<file path="src/rtl/mem_arbiter.sv">
// Shares the single-ported main memory between the I-cache and D-cache miss handlers:
// 8-word pipelined block fills, single-word D writes, return data steered to the owner.
module mem_arbiter (
    input  logic        clk_i,
    input  logic        rst_ni,
    input  logic        i_req_i,
    input  logic [15:0] i_addr_i,
    output logic        i_grant_o,
    output logic [15:0] i_data_o,
    output logic        i_valid_o,
    output logic [2:0]  i_word_o,
    output logic        i_done_o,
    input  logic        d_req_i,
    input  logic        d_wr_i,
    input  logic [15:0] d_addr_i,
    input  logic [15:0] d_wdata_i,
    output logic        d_grant_o,
    output logic [15:0] d_data_o,
    output logic        d_valid_o,
    output logic [2:0]  d_word_o,
    output logic        d_done_o,
    output logic [15:0] mem_addr_o,
    output logic        mem_enable_o,
    output logic        mem_wr_o,
    output logic [15:0] mem_wdata_o,
    input  logic [15:0] mem_data_i,
    input  logic        mem_valid_i
);

    typedef enum logic [1:0] {IDLE, READ, WRITE} state_t;

    state_t      state_q;
    logic        grant_i_q, grant_d_q;
    logic        last_d_q;
    logic [11:0] base_q;
    logic [2:0]  issue_cnt_q;
    logic [2:0]  ret_cnt_q;
    logic        mem_en_q, mem_wr_q;
    logic [15:0] mem_addr_q, mem_wdata_q;

    logic        pick_d;
    logic [11:0] pick_base;
    logic        rd_valid;
    logic        unused_addr_bits;

    // Tie goes to whichever side did not own the previous transfer.
    assign pick_d    = d_req_i && (!i_req_i || !last_d_q);
    assign pick_base = pick_d ? d_addr_i[15:4] : i_addr_i[15:4];
    assign unused_addr_bits = ^{i_addr_i[3:0], d_addr_i[0]};

    always_ff @(posedge clk_i) begin
        if (!rst_ni) begin
            state_q     <= IDLE;
            grant_i_q   <= 1'b0;
            grant_d_q   <= 1'b0;
            last_d_q    <= 1'b0;
            base_q      <= '0;
            issue_cnt_q <= '0;
            ret_cnt_q   <= '0;
            mem_en_q    <= 1'b0;
            mem_wr_q    <= 1'b0;
            mem_addr_q  <= '0;
            mem_wdata_q <= '0;
        end else begin
            case (state_q)
                IDLE: begin
                    if (i_req_i || d_req_i) begin
                        grant_i_q <= !pick_d;
                        grant_d_q <= pick_d;
                        last_d_q  <= pick_d;
                        mem_en_q  <= 1'b1;
                        if (pick_d && d_wr_i) begin
                            state_q     <= WRITE;
                            mem_wr_q    <= 1'b1;
                            mem_addr_q  <= {d_addr_i[15:1], 1'b0};
                            mem_wdata_q <= d_wdata_i;
                        end else begin
                            state_q     <= READ;
                            base_q      <= pick_base;
                            mem_addr_q  <= {pick_base, 4'h0};
                            issue_cnt_q <= 3'd1;
                            ret_cnt_q   <= 3'd0;
                        end
                    end
                end
                READ: begin
                    // issue_cnt_q wraps to 0 once word 7 is on the bus: stop issuing.
                    if (mem_en_q) begin
                        if (issue_cnt_q == 3'd0) begin
                            mem_en_q   <= 1'b0;
                            mem_addr_q <= '0;
                        end else begin
                            mem_addr_q  <= {base_q, issue_cnt_q, 1'b0};
                            issue_cnt_q <= issue_cnt_q + 3'd1;
                        end
                    end
                    if (mem_valid_i) begin
                        ret_cnt_q <= ret_cnt_q + 3'd1;
                        if (ret_cnt_q == 3'd7) begin
                            state_q   <= IDLE;
                            grant_i_q <= 1'b0;
                            grant_d_q <= 1'b0;
                        end
                    end
                end
                WRITE: begin
                    state_q     <= IDLE;
                    grant_i_q   <= 1'b0;
                    grant_d_q   <= 1'b0;
                    mem_en_q    <= 1'b0;
                    mem_wr_q    <= 1'b0;
                    mem_addr_q  <= '0;
                    mem_wdata_q <= '0;
                end
                default: state_q <= IDLE;
            endcase
        end
    end

    // Return data passes straight through in the cycle memory presents it.
    assign rd_valid = (state_q == READ) && mem_valid_i;

    assign i_grant_o = grant_i_q;
    assign i_valid_o = rd_valid && grant_i_q;
    assign i_data_o  = i_valid_o ? mem_data_i : 16'h0;
    assign i_word_o  = i_valid_o ? ret_cnt_q : 3'd0;
    assign i_done_o  = i_valid_o && (ret_cnt_q == 3'd7);

    assign d_grant_o = grant_d_q;
    assign d_valid_o = rd_valid && grant_d_q;
    assign d_data_o  = d_valid_o ? mem_data_i : 16'h0;
    assign d_word_o  = d_valid_o ? ret_cnt_q : 3'd0;
    assign d_done_o  = (d_valid_o && (ret_cnt_q == 3'd7)) || (state_q == WRITE);

    assign mem_enable_o = mem_en_q;
    assign mem_wr_o     = mem_wr_q;
    assign mem_addr_o   = mem_addr_q;
    assign mem_wdata_o  = mem_wdata_q;

endmodule
</file>
<file path="config.mk">
export PLATFORM = sky130hd
export DESIGN_NAME = mem_arbiter
export DESIGN_NICKNAME = d
export VERILOG_FILES = /design/src/rtl/mem_arbiter.sv
export SDC_FILE = /design/constraint.sdc
export NUM_CORES = 1
export LEC_CHECK = 0
export BUFFER_PORTS_ARGS = -buffer_cell sky130_fd_sc_hd__buf_2
export CAP_MARGIN = 20
export CORE_MARGIN = 2
export CORE_UTILIZATION = 35
export DETAILED_ROUTE_END_ITERATION = 8
export HOLD_SLACK_MARGIN = 0.05
export MAX_ROUTING_LAYER = met4
export SYNTH_ARGS = -nofsm -noshare
export SYNTH_HDL_FRONTEND = slang
export SYNTH_SLANG_ARGS = --single-unit
</file>
<file path="constraint.sdc">
create_clock -name clk_i -period 2.2 [get_ports clk_i]
set_input_delay 0.22 -clock clk_i [delete_from_list [all_inputs] [get_ports clk_i]]
set_output_delay 0.22 -clock clk_i [all_outputs]
set_load 0.02 [all_outputs]
</file>
==> results of run 1 <==
-- flip-flops by register name, summed over array words and instances, names as in the netlist, 2 cells and up --
register	flops
base_q	12
state_q	2
issue_cnt_q	3
mem_addr_o	15
mem_wdata_o	16
ret_cnt_q	3
-- synth_stat cells (all sizes together), types with 4 or more instances --
library cell	n	area [um2]
a211oi	14	110
a21oi	39	195
a22oi	18	180
a2bb2oi	12	105
and2	40	250
and3	4	25.0
buf	13	103
clkbuf	15	56.3
dfxtp	56	1120
ha	8	100
inv	7	26.3
mux2i	15	150
nor2	26	120
o21ai	20	100
-- kinds of logic after synthesis --
kind of cell,share of synthesized area
adders and majority gates,0.0344
AOI/OAI and AO/OA,0.278
and+or+nand+nor,0.182
DFF,0.385
other,0.00129
buffers and inverters,0.0637
muxes,0.0555
-- report_power, final --
group / switching [mW] / internal [mW]
Clock: 0.375 / 0.236
Combinational: 0.580 / 0.386
Sequential: 0.0835 / 1.15
Total: 1.04 / 1.77
-- layer usage --
| metal | vias to the layer above | global-route usage | part of all wire |
|---|---|---|---|
| li1 | 1413 | - | - |
| met1 | 1273 | 0.195 | 0.43 |
| met2 | 120 | 0.270 | 0.48 |
| met3 | 13 | 0.0292 | 0.080 |
| met4 | 0 | 0.0676 | 0.014 |
| met5 | - | - | 0 |
-- worst reg2reg max path: cells and delay by family, from the launching register on --
| family | cells | cell delay [ps] |
|---|---|---|
| compound gates | 2 | 250 |
| fa+ha+maj | 1 | 390 |
| buf+inv | 2 | 320 |
| flops | 1 | 360 |
| simple gates | 2 | 490 |
-- timing repair --
| item | in CTS | in global routing |
|---|---|---|
| endpoints found under the setup margin | 0 | 33 |
| setup buffers | 0 | 0 |
| gates resized for setup | 0 | 2 |
-- stage by stage --
stage	std cells	util
2_1_floorplan	321	-
3_3_place_gp	549	0.452
3_5_place_dp	549	0.452
4_1_cts	557	0.464
5_1_grt	557	0.465
6_report	557	0.465
-- final timing paths --
path,end,cells after the start,startpoint,slack (ps)
worst min-delay path,mem_wdata_o[6]$_SDFFE_PN0P_,3,d_wdata_i[6],140
worst min register to register,mem_wdata_o[9]$_SDFFE_PN0P_,2,mem_wdata_o[9]$_SDFFE_PN0P_,500
worst max-delay path,i_data_o[11],6,state_q[1]$_SDFFE_PN0P_,200
worst max register to register,mem_addr_o[5]$_SDFFE_PN0P_,7,state_q[0]$_SDFFE_PN0P_,270
-- layout make-up --
type	instances	area [um2]
multi-input combinational	230	1610
timing repair buffer	151	793
tap	105	131
inverter	7	26.3
sequential	56	1120
clock buffer	5	68.8
fill	828	4360
clock inverter	3	26.3
==> results.cfg, run 1 <==
[power]
vdd_drop_max_mv = 0.358
power_mw = 2.81
leakagePower_nw = 1.85
power_density_nw_per_um2 = 744

[logic_synthesis]
synth_edf_count = 0
yosysWarnings = 0
synth-seq-cells = 56
synth_cell_types = 44
ys_async_sr_fraction = 0
syn_avg_cell_area_um2 = 9.06
synth_area_um2 = 2910
syn-num-nets = 399
ys_seq_area_frac = 0.385
ys.flop_type = dfxtp_1
syn_inst = 321

[routing]
wirelength_um = 7570
drtIter0Drc = 57
drtPass1Iterations = 4
wl_per_cell_um = 13.6
detail-route-antenna-nets = 0
dr_total_vias = 2819
drc_errors = 0
viasPerCell = 5.06

[placement]
portBuffers = 141
dpl_worst_slack_ps = 198
gp_congestion = 0.839
dp_hpwl_um = 5570
placed_cell_area_um2 = 3680

[finish]
num_antenna_cells = 0
drive_above_1_share = 0.409
layout_common_cells = buf_2 (141), dfxtp_1 (56), and2_1 (40)
final_net_count = 529
final_common_cell = buf_2
area_growth_syn_to_layout_pct = 29.9
stdcell_area_um2 = 3780

[cts]
clk_pin_slew_ps = 110
clk_latency_ps = 320
htree_levels = 2
cts_buffers = 5
cts_buffer_depth = 2
cts_tree = built
clkSinkCount = 56
root_buffer = clkbuf_8
hold_buffers = 0

[sta]
maxSlewHeadroom = 0.586
skew_ps = 8.24
fin_crit_sh = 0.909
finalSetupViolations = 0
tns_ps = 0
fin_crit_ps = 2000
setup_ws_ps = 199
rsz0062_at_grt = no
finalMaxSlewViolations = 0
finalHoldViolCount = 0
fmax_mhz = 500
hold_slack_ps = 139
worstMarginPinSlew_ps = 621

[global_route]
first_global_vias = 2422
antenna_found_initial = 0
grt_use_total = 0.163
grt_max_degree = 40
grt-ovfl-total = 0
grt_pass1_wl_um = 11400

[flow_run]
maxCapViolCount = 0

[status]
status = finished clean

[critical_path]
crit_path_end_kind = output pin
start_kind = flop
critPathMaxFanout = 21
arrival_ps = 1780
path_delay_family = buffers and inverters
criticalPathCategory = flop to output pin
path_buf_inv = 3
path_cells = inv_1, ha_2, and3_1, buf_4, and2_1, buf_2
crit_required_ps = 1980
crit_slowest_cell = dfxtp_1
critical-path-max-stage-delay_ps = 340

[floorplan]
start_util = 0.358
core_area_um2 = 8130
dieHeight_um = 95.2
rows = 33
dieArea_um2 = 9060
ios = 148
die_x_um = 95.2

[worst_hold_path]
hp-class = input pin to flop
(Power assumes the default switching activity.)
==> run 2, diff against run 1 <==
--- a/config.mk
+++ b/config.mk
@@ -5,6 +5,7 @@
 export SDC_FILE = /design/constraint.sdc
 export NUM_CORES = 1
 export LEC_CHECK = 0
+export ABC_AREA = 1
 export BUFFER_PORTS_ARGS = -buffer_cell sky130_fd_sc_hd__buf_2
 export CAP_MARGIN = 20
 export CORE_MARGIN = 2
==> run 2 against run 1 <==
Effect of this change:
- largest cell class unchanged
- critical path depth stayed put
- clock skew is 4.7 ps lower
- highest routed layer unchanged
- design area is 4.3% higher
- first-iteration DRC count is 46% higher
- area after synthesis is 5.5% higher
- clock power is 2% lower
==> results.cfg, run 2 <==
[status]
status = finished clean

[cts]
root_buffer = clkbuf_8
cts_tree = built
cts_setup_buffers = 0
cts_buffer_depth = 2
cts_buffers = 5
cts_resized = 0
clk_pin_slew_ps = 90
htree_levels = 2
clkSinkCount = 56
hold_buffers = 0
clk_latency_ps = 300

[logic_synthesis]
synth.top_cell.area_share = 0.365
synth_area_leaders = dfxtp_1 (37%), nor2_1 (13%), nand3_1 (10%)
syn_inst = 483
yosysTopAreaCell = dfxtp_1
yosys-top-cells-count = nor2_1 (106), nand2_1 (77), inv_1 (68), nand3_1 (62), dfxtp_1 (56)
ys_seq_area_frac = 0.365
yosysMostFrequentCell = nor2_1
ys_async_sr_fraction = 0
syn-num-nets = 561
yosysWarnings = 0
synth_area_um2 = 3070
syn_avg_cell_area_um2 = 6.35
ys.flop_type = dfxtp_1
synth_cell_types = 26
synth_edf_count = 0
synth-seq-cells = 56

[sta]
finalSetupViolations = 0
finalHoldViolCount = 0
worstMarginPinSlew_ps = 816
fin_crit_ps = 1980
tns_ps = 0
skew_ps = 3.54
fin_crit_sh = 0.901
setup_ws_ps = 217
maxSlewHeadroom = 0.456
hold_slack_ps = 171
fmax_mhz = 504
rsz0062_at_grt = no
finalMaxSlewViolations = 0

[placement]
dp_hpwl_um = 6050
placed_cells = 718
dpl_worst_slack_ps = 326
placed_cell_area_um2 = 3840
gp_congestion = 0.796
portBuffers = 141

[worst_hold_path]
hp-class = input pin to flop
holdPathStages = 3
holdCritStartpoint = d_wdata_i[1]
holdPathEnd = mem_wdata_o[1]$_SDFFE_PN0P_

[floorplan]
start_util = 0.357
die_x_um = 97.6
dieHeight_um = 97.6
rows = 34
ios = 148
dieArea_um2 = 9530
core_area_um2 = 8590

[routing]
drtIter0Drc = 83
wl_per_cell_um = 11.4
detail-route-antenna-nets = 0
wirelength_um = 8290
drc_errors = 0
drtPass1Iterations = 6
viasPerCell = 4.65
dr_total_vias = 3368

[finish]
final_core_util = 0.459
drive_above_1_share = 0.271
num_antenna_cells = 0
stdcell_area_um2 = 3940
final_common_cell = buf_2
layout_common_cells = buf_2 (141), nor2_1 (106), nand2_1 (77)
final_net_count = 695
nFillCells = 921
instances_no_fill = 725
area_growth_syn_to_layout_pct = 28.4
largest_reg_flops = 16

[critical_path]
crit_path_end_kind = output pin
start_kind = flop
criticalPathCategory = flop to output pin
arrival_ps = 1760
crit_required_ps = 1980
critPathMaxFanout = 21
r2r_start = state_q[1]$_SDFFE_PN0P_
r2r_setup_slack_ps = 280
reg2reg_depth = 7
r2r-end = mem_addr_o[8]$_SDFFE_PN0P_

[global_route]
first_global_vias = 3034
globalRouteMet3Util = 0.0331
grt-ovfl-total = 0
grt_pass1_wl_um = 13900
groute.layer.met1.usage = 0.219
grt_max_degree = 33
grt_use_total = 0.178
antenna_found_initial = 0
grt-busiest-layer = met2
grt_use_met2 = 0.305

[power]
power_density_nw_per_um2 = 1150
leakagePower_nw = 2.20
vdd_drop_max_mv = 0.699
power_mw = 4.53

[flow_run]
maxCapViolCount = 0
-- run 2: cell count changes after synthesis, moves of 13 or more --
cell and delta:
a211oi_1 -13, and2_1 -39, inv_1 +61, mux2i_1 -15
nand2_1 +75, nand3_1 +61, nor2_1 +89, o21ai_0 +20
-- run 2: logic make-up after synthesis --
kind of cell,after synthesis,synth area share
AND/OR/NAND/NOR,252,0.348
buffers and inverters,96,0.134
AO/OA/AOI/OAI,69,0.116
flip-flops,56,0.365
adder cells (fa/ha/maj),8,0.0326
XOR/XNOR,1,0.00285
other,1,0.00122
-- run 2: how the worst max path moves through the flow --
| stage | start | endpoint | cells past startpoint |
|---|---|---|---|
| 3_3_place_gp | state_q[1]$_SDFFE_PN0P_ | mem_addr_o[8]$_SDFFE_PN0P_ | 7 |
| 5_1_grt | state_q[1]$_SDFFE_PN0P_ | d_done_o | 6 |
| 2_1_floorplan | state_q[1]$_SDFFE_PN0P_ | i_data_o[10] | 6 |
| 6_report | state_q[1]$_SDFFE_PN0P_ | d_done_o | 6 |
| 3_5_place_dp | state_q[1]$_SDFFE_PN0P_ | mem_addr_o[9]$_SDFFE_PN0P_ | 7 |
| 4_1_cts | state_q[1]$_SDFFE_PN0P_ | d_done_o | 6 |
-- run 2: layout make-up --
cell class	count	area, um2	area share
clock buffer	7	96.3	0.0244
tap	108	135	0.0343
multi-input combinational	331	1540	0.390
sequential	56	1120	0.284
inverter	72	272	0.0689
timing repair buffer	151	781	0.198
-- run 2: power breakdown --
| part | switching (mW) | total (mW) | internal (mW) |
|---|---|---|---|
| registers | 0.168 | 1.51 | 1.34 |
| clock network | 0.317 | 0.598 | 0.281 |
| logic | 1.63 | 2.42 | 0.792 |
| total | 2.12 | 4.53 | 2.42 |
-- run 2: metal layers --
metal  vias to the layer above  part of all wire
met5                         -                 0
met4                         0            0.0072
met2                       105              0.47
li1                       1763                 -
met3                         5             0.065
met1                      1495              0.45
-- run 2: worst max-delay path, cell delays in order (launching register included) --
cell	delay [ps]
dfxtp_1	340
inv_1	100
ha_1	320
nand3_1	110
buf_4	220
o21ai_0	180
buf_2	190
==> run 3, diff against run 2 <==
--- a/config.mk
+++ b/config.mk
@@ -9,7 +9,7 @@
 export BUFFER_PORTS_ARGS = -buffer_cell sky130_fd_sc_hd__buf_2
 export CAP_MARGIN = 20
 export CORE_MARGIN = 2
-export CORE_UTILIZATION = 35
+export CORE_UTILIZATION = 30
 export DETAILED_ROUTE_END_ITERATION = 8
 export HOLD_SLACK_MARGIN = 0.05
 export MAX_ROUTING_LAYER = met4
==> run 3 against run 2 <==
Effect of this change:
- cell count up 3.6%
- non-clock buffer count unchanged
- sequential share of layout area down 0.30 points
- register-to-register slack about the same
- clock power up 13%
- die area up 16%
- worst hold slack worse by 4.6 ps
- flip-flop and latch count unchanged
- global-route usage down 2.1 points
- critical endpoint unchanged
- largest cell class unchanged
==> results.cfg, run 3 (same netlist as run 2, synthesis figures left out) <==
[cts]
htree_levels = 2
cts_buffers = 5
cts_setup_buffers = 0
cts_tree = built
cts_resized = 0
clk_pin_slew_ps = 100
clk_latency_ps = 310
cts_buffer_depth = 2
clkSinkCount = 56
hold_buffers = 0
root_buffer = clkbuf_8

[routing]
detail-route-antenna-nets = 0
drtIter0Drc = 204
wirelength_um = 8760
drc_errors = 0
wl_per_cell_um = 11.7
dr_total_vias = 3371
viasPerCell = 4.49
drtPass1Iterations = 4

[worst_hold_path]
hp-class = input pin to flop

[sta]
fin_crit_sh = 0.908
hold_slack_ps = 166
maxSlewHeadroom = 0.467
rsz0062_at_grt = no
worstMarginPinSlew_ps = 798
finalHoldViolCount = 0
finalMaxSlewViolations = 0
setup_ws_ps = 203
fmax_mhz = 501
finalSetupViolations = 0
skew_ps = 8.35
fin_crit_ps = 2000
tns_ps = 0

[critical_path]
crit_end = d_done_o
criticalPathCategory = flop to output pin
arrival_ps = 1780
reg2reg_depth = 7
r2r_start = state_q[1]$_SDFFE_PN0P_
start_kind = flop
critPathMaxFanout = 21
startpoint = state_q[1]$_SDFFE_PN0P_
r2r_setup_slack_ps = 280
r2r-end = mem_addr_o[4]$_SDFFE_PN0P_
crit_path_end_kind = output pin
crit_required_ps = 1980

[floorplan]
dieHeight_um = 105
rows = 36
die_x_um = 105
start_util = 0.311
core_area_um2 = 9860
dieArea_um2 = 11100
ios = 148

[global_route]
grt_use_total = 0.156
grt_max_degree = 33
antenna_found_initial = 0
grt-ovfl-total = 0
first_global_vias = 2911
grt_pass1_wl_um = 13900

[power]
pwr-share-clk = 0.146
power_mw = 4.61
combPwrFrac = 0.528
vdd_drop_max_mv = 0.461
power_frac_seq = 0.326
p_switching_mw = 2.13
leakagePower_nw = 2.20
power_density_nw_per_um2 = 1160
p_sw_frac = 0.463
internal-power_mw = 2.48

[finish]
final_net_count = 695
num_antenna_cells = 0
layout_common_cells = buf_2 (141), nor2_1 (106), nand2_1 (77)
final_common_cell = buf_2
area_growth_syn_to_layout_pct = 29.8
largest_reg_flops = 16
instances_no_fill = 751
drive_above_1_share = 0.270

[status]
status = finished clean

[placement]
gp_congestion = 0.807
placed_cells = 743
dpl_worst_slack_ps = 311
portBuffers = 141
dp_hpwl_um = 6500

[flow_run]
maxCapViolCount = 0
## run 3: cell types whose count changed in the layout (fill, tap and decap cells not counted)
cell / previous run / this run
clkbuf_1: 0 / 1
bufinv_16: 0 / 1
clkinv_2: 1 / 2
clkbuf_8: 7 / 5
## run 3: power groups by stage
| stage | Combinational, mW | Sequential [mW] | Clock [mW] |
|---|---|---|---|
| floorplan | 1.58 | 1.75 | 0 |
| global placement | 2.42 | 1.52 | 0 |
| detailed placement | 2.44 | 1.53 | 0 |
| CTS | 2.45 | 1.51 | 0.699 |
| global route | 2.75 | 1.55 | 0.736 |
| finish | 2.44 | 1.50 | 0.674 |
## run 3: worst min-delay path by stage
stage                                  from                           end  slack (ps)  cells after the start
floorplan                            rst_ni   mem_addr_o[15]$_SDFFE_PN0P_         360                      2
global placement    base_q[11]$_SDFFE_PN0P_       base_q[11]$_SDFFE_PN0P_         450                      2
detailed placement   base_q[8]$_SDFFE_PN0P_        base_q[8]$_SDFFE_PN0P_         460                      2
CTS                           d_wdata_i[13]  mem_wdata_o[13]$_SDFFE_PN0P_         150                      3
global route                  d_wdata_i[13]  mem_wdata_o[13]$_SDFFE_PN0P_         150                      3
finish                        d_wdata_i[13]  mem_wdata_o[13]$_SDFFE_PN0P_         170                      3
## run 3: per-layer routing
metal  wire, um  global-route usage  up-vias
met1       3940               0.191     1496
met2       4400               0.272       97
met5          0                   -        -
li1           -                   -     1767
met4        106              0.0448        0
met3        314              0.0181       11
## run 3: critical path: stages, from the launching register on
cell,delay [ps]
dfxtp_1,340
inv_1,100
ha_1,350
nand3_1,110
buf_4,210
o21ai_0,170
buf_2,190
## run 3: final cells by class
cell class / instances / area (um2)
fill: 1025 / 5880
clock inverter: 2 / 35.0
tap: 133 / 166
multi-input combinational: 331 / 1540
inverter: 72 / 272
sequential: 56 / 1120
clock buffer: 6 / 72.6
timing repair buffer: 151 / 781
## run 3: per-stage QoR
step | cell area, um2 | utilization
3_3_place_gp | 3880 | 0.393
6_report | 3980 | 0.404
5_1_grt | 3980 | 0.404
2_1_floorplan | 3070 | -
3_5_place_dp | 3880 | 0.393
4_1_cts | 3980 | 0.404
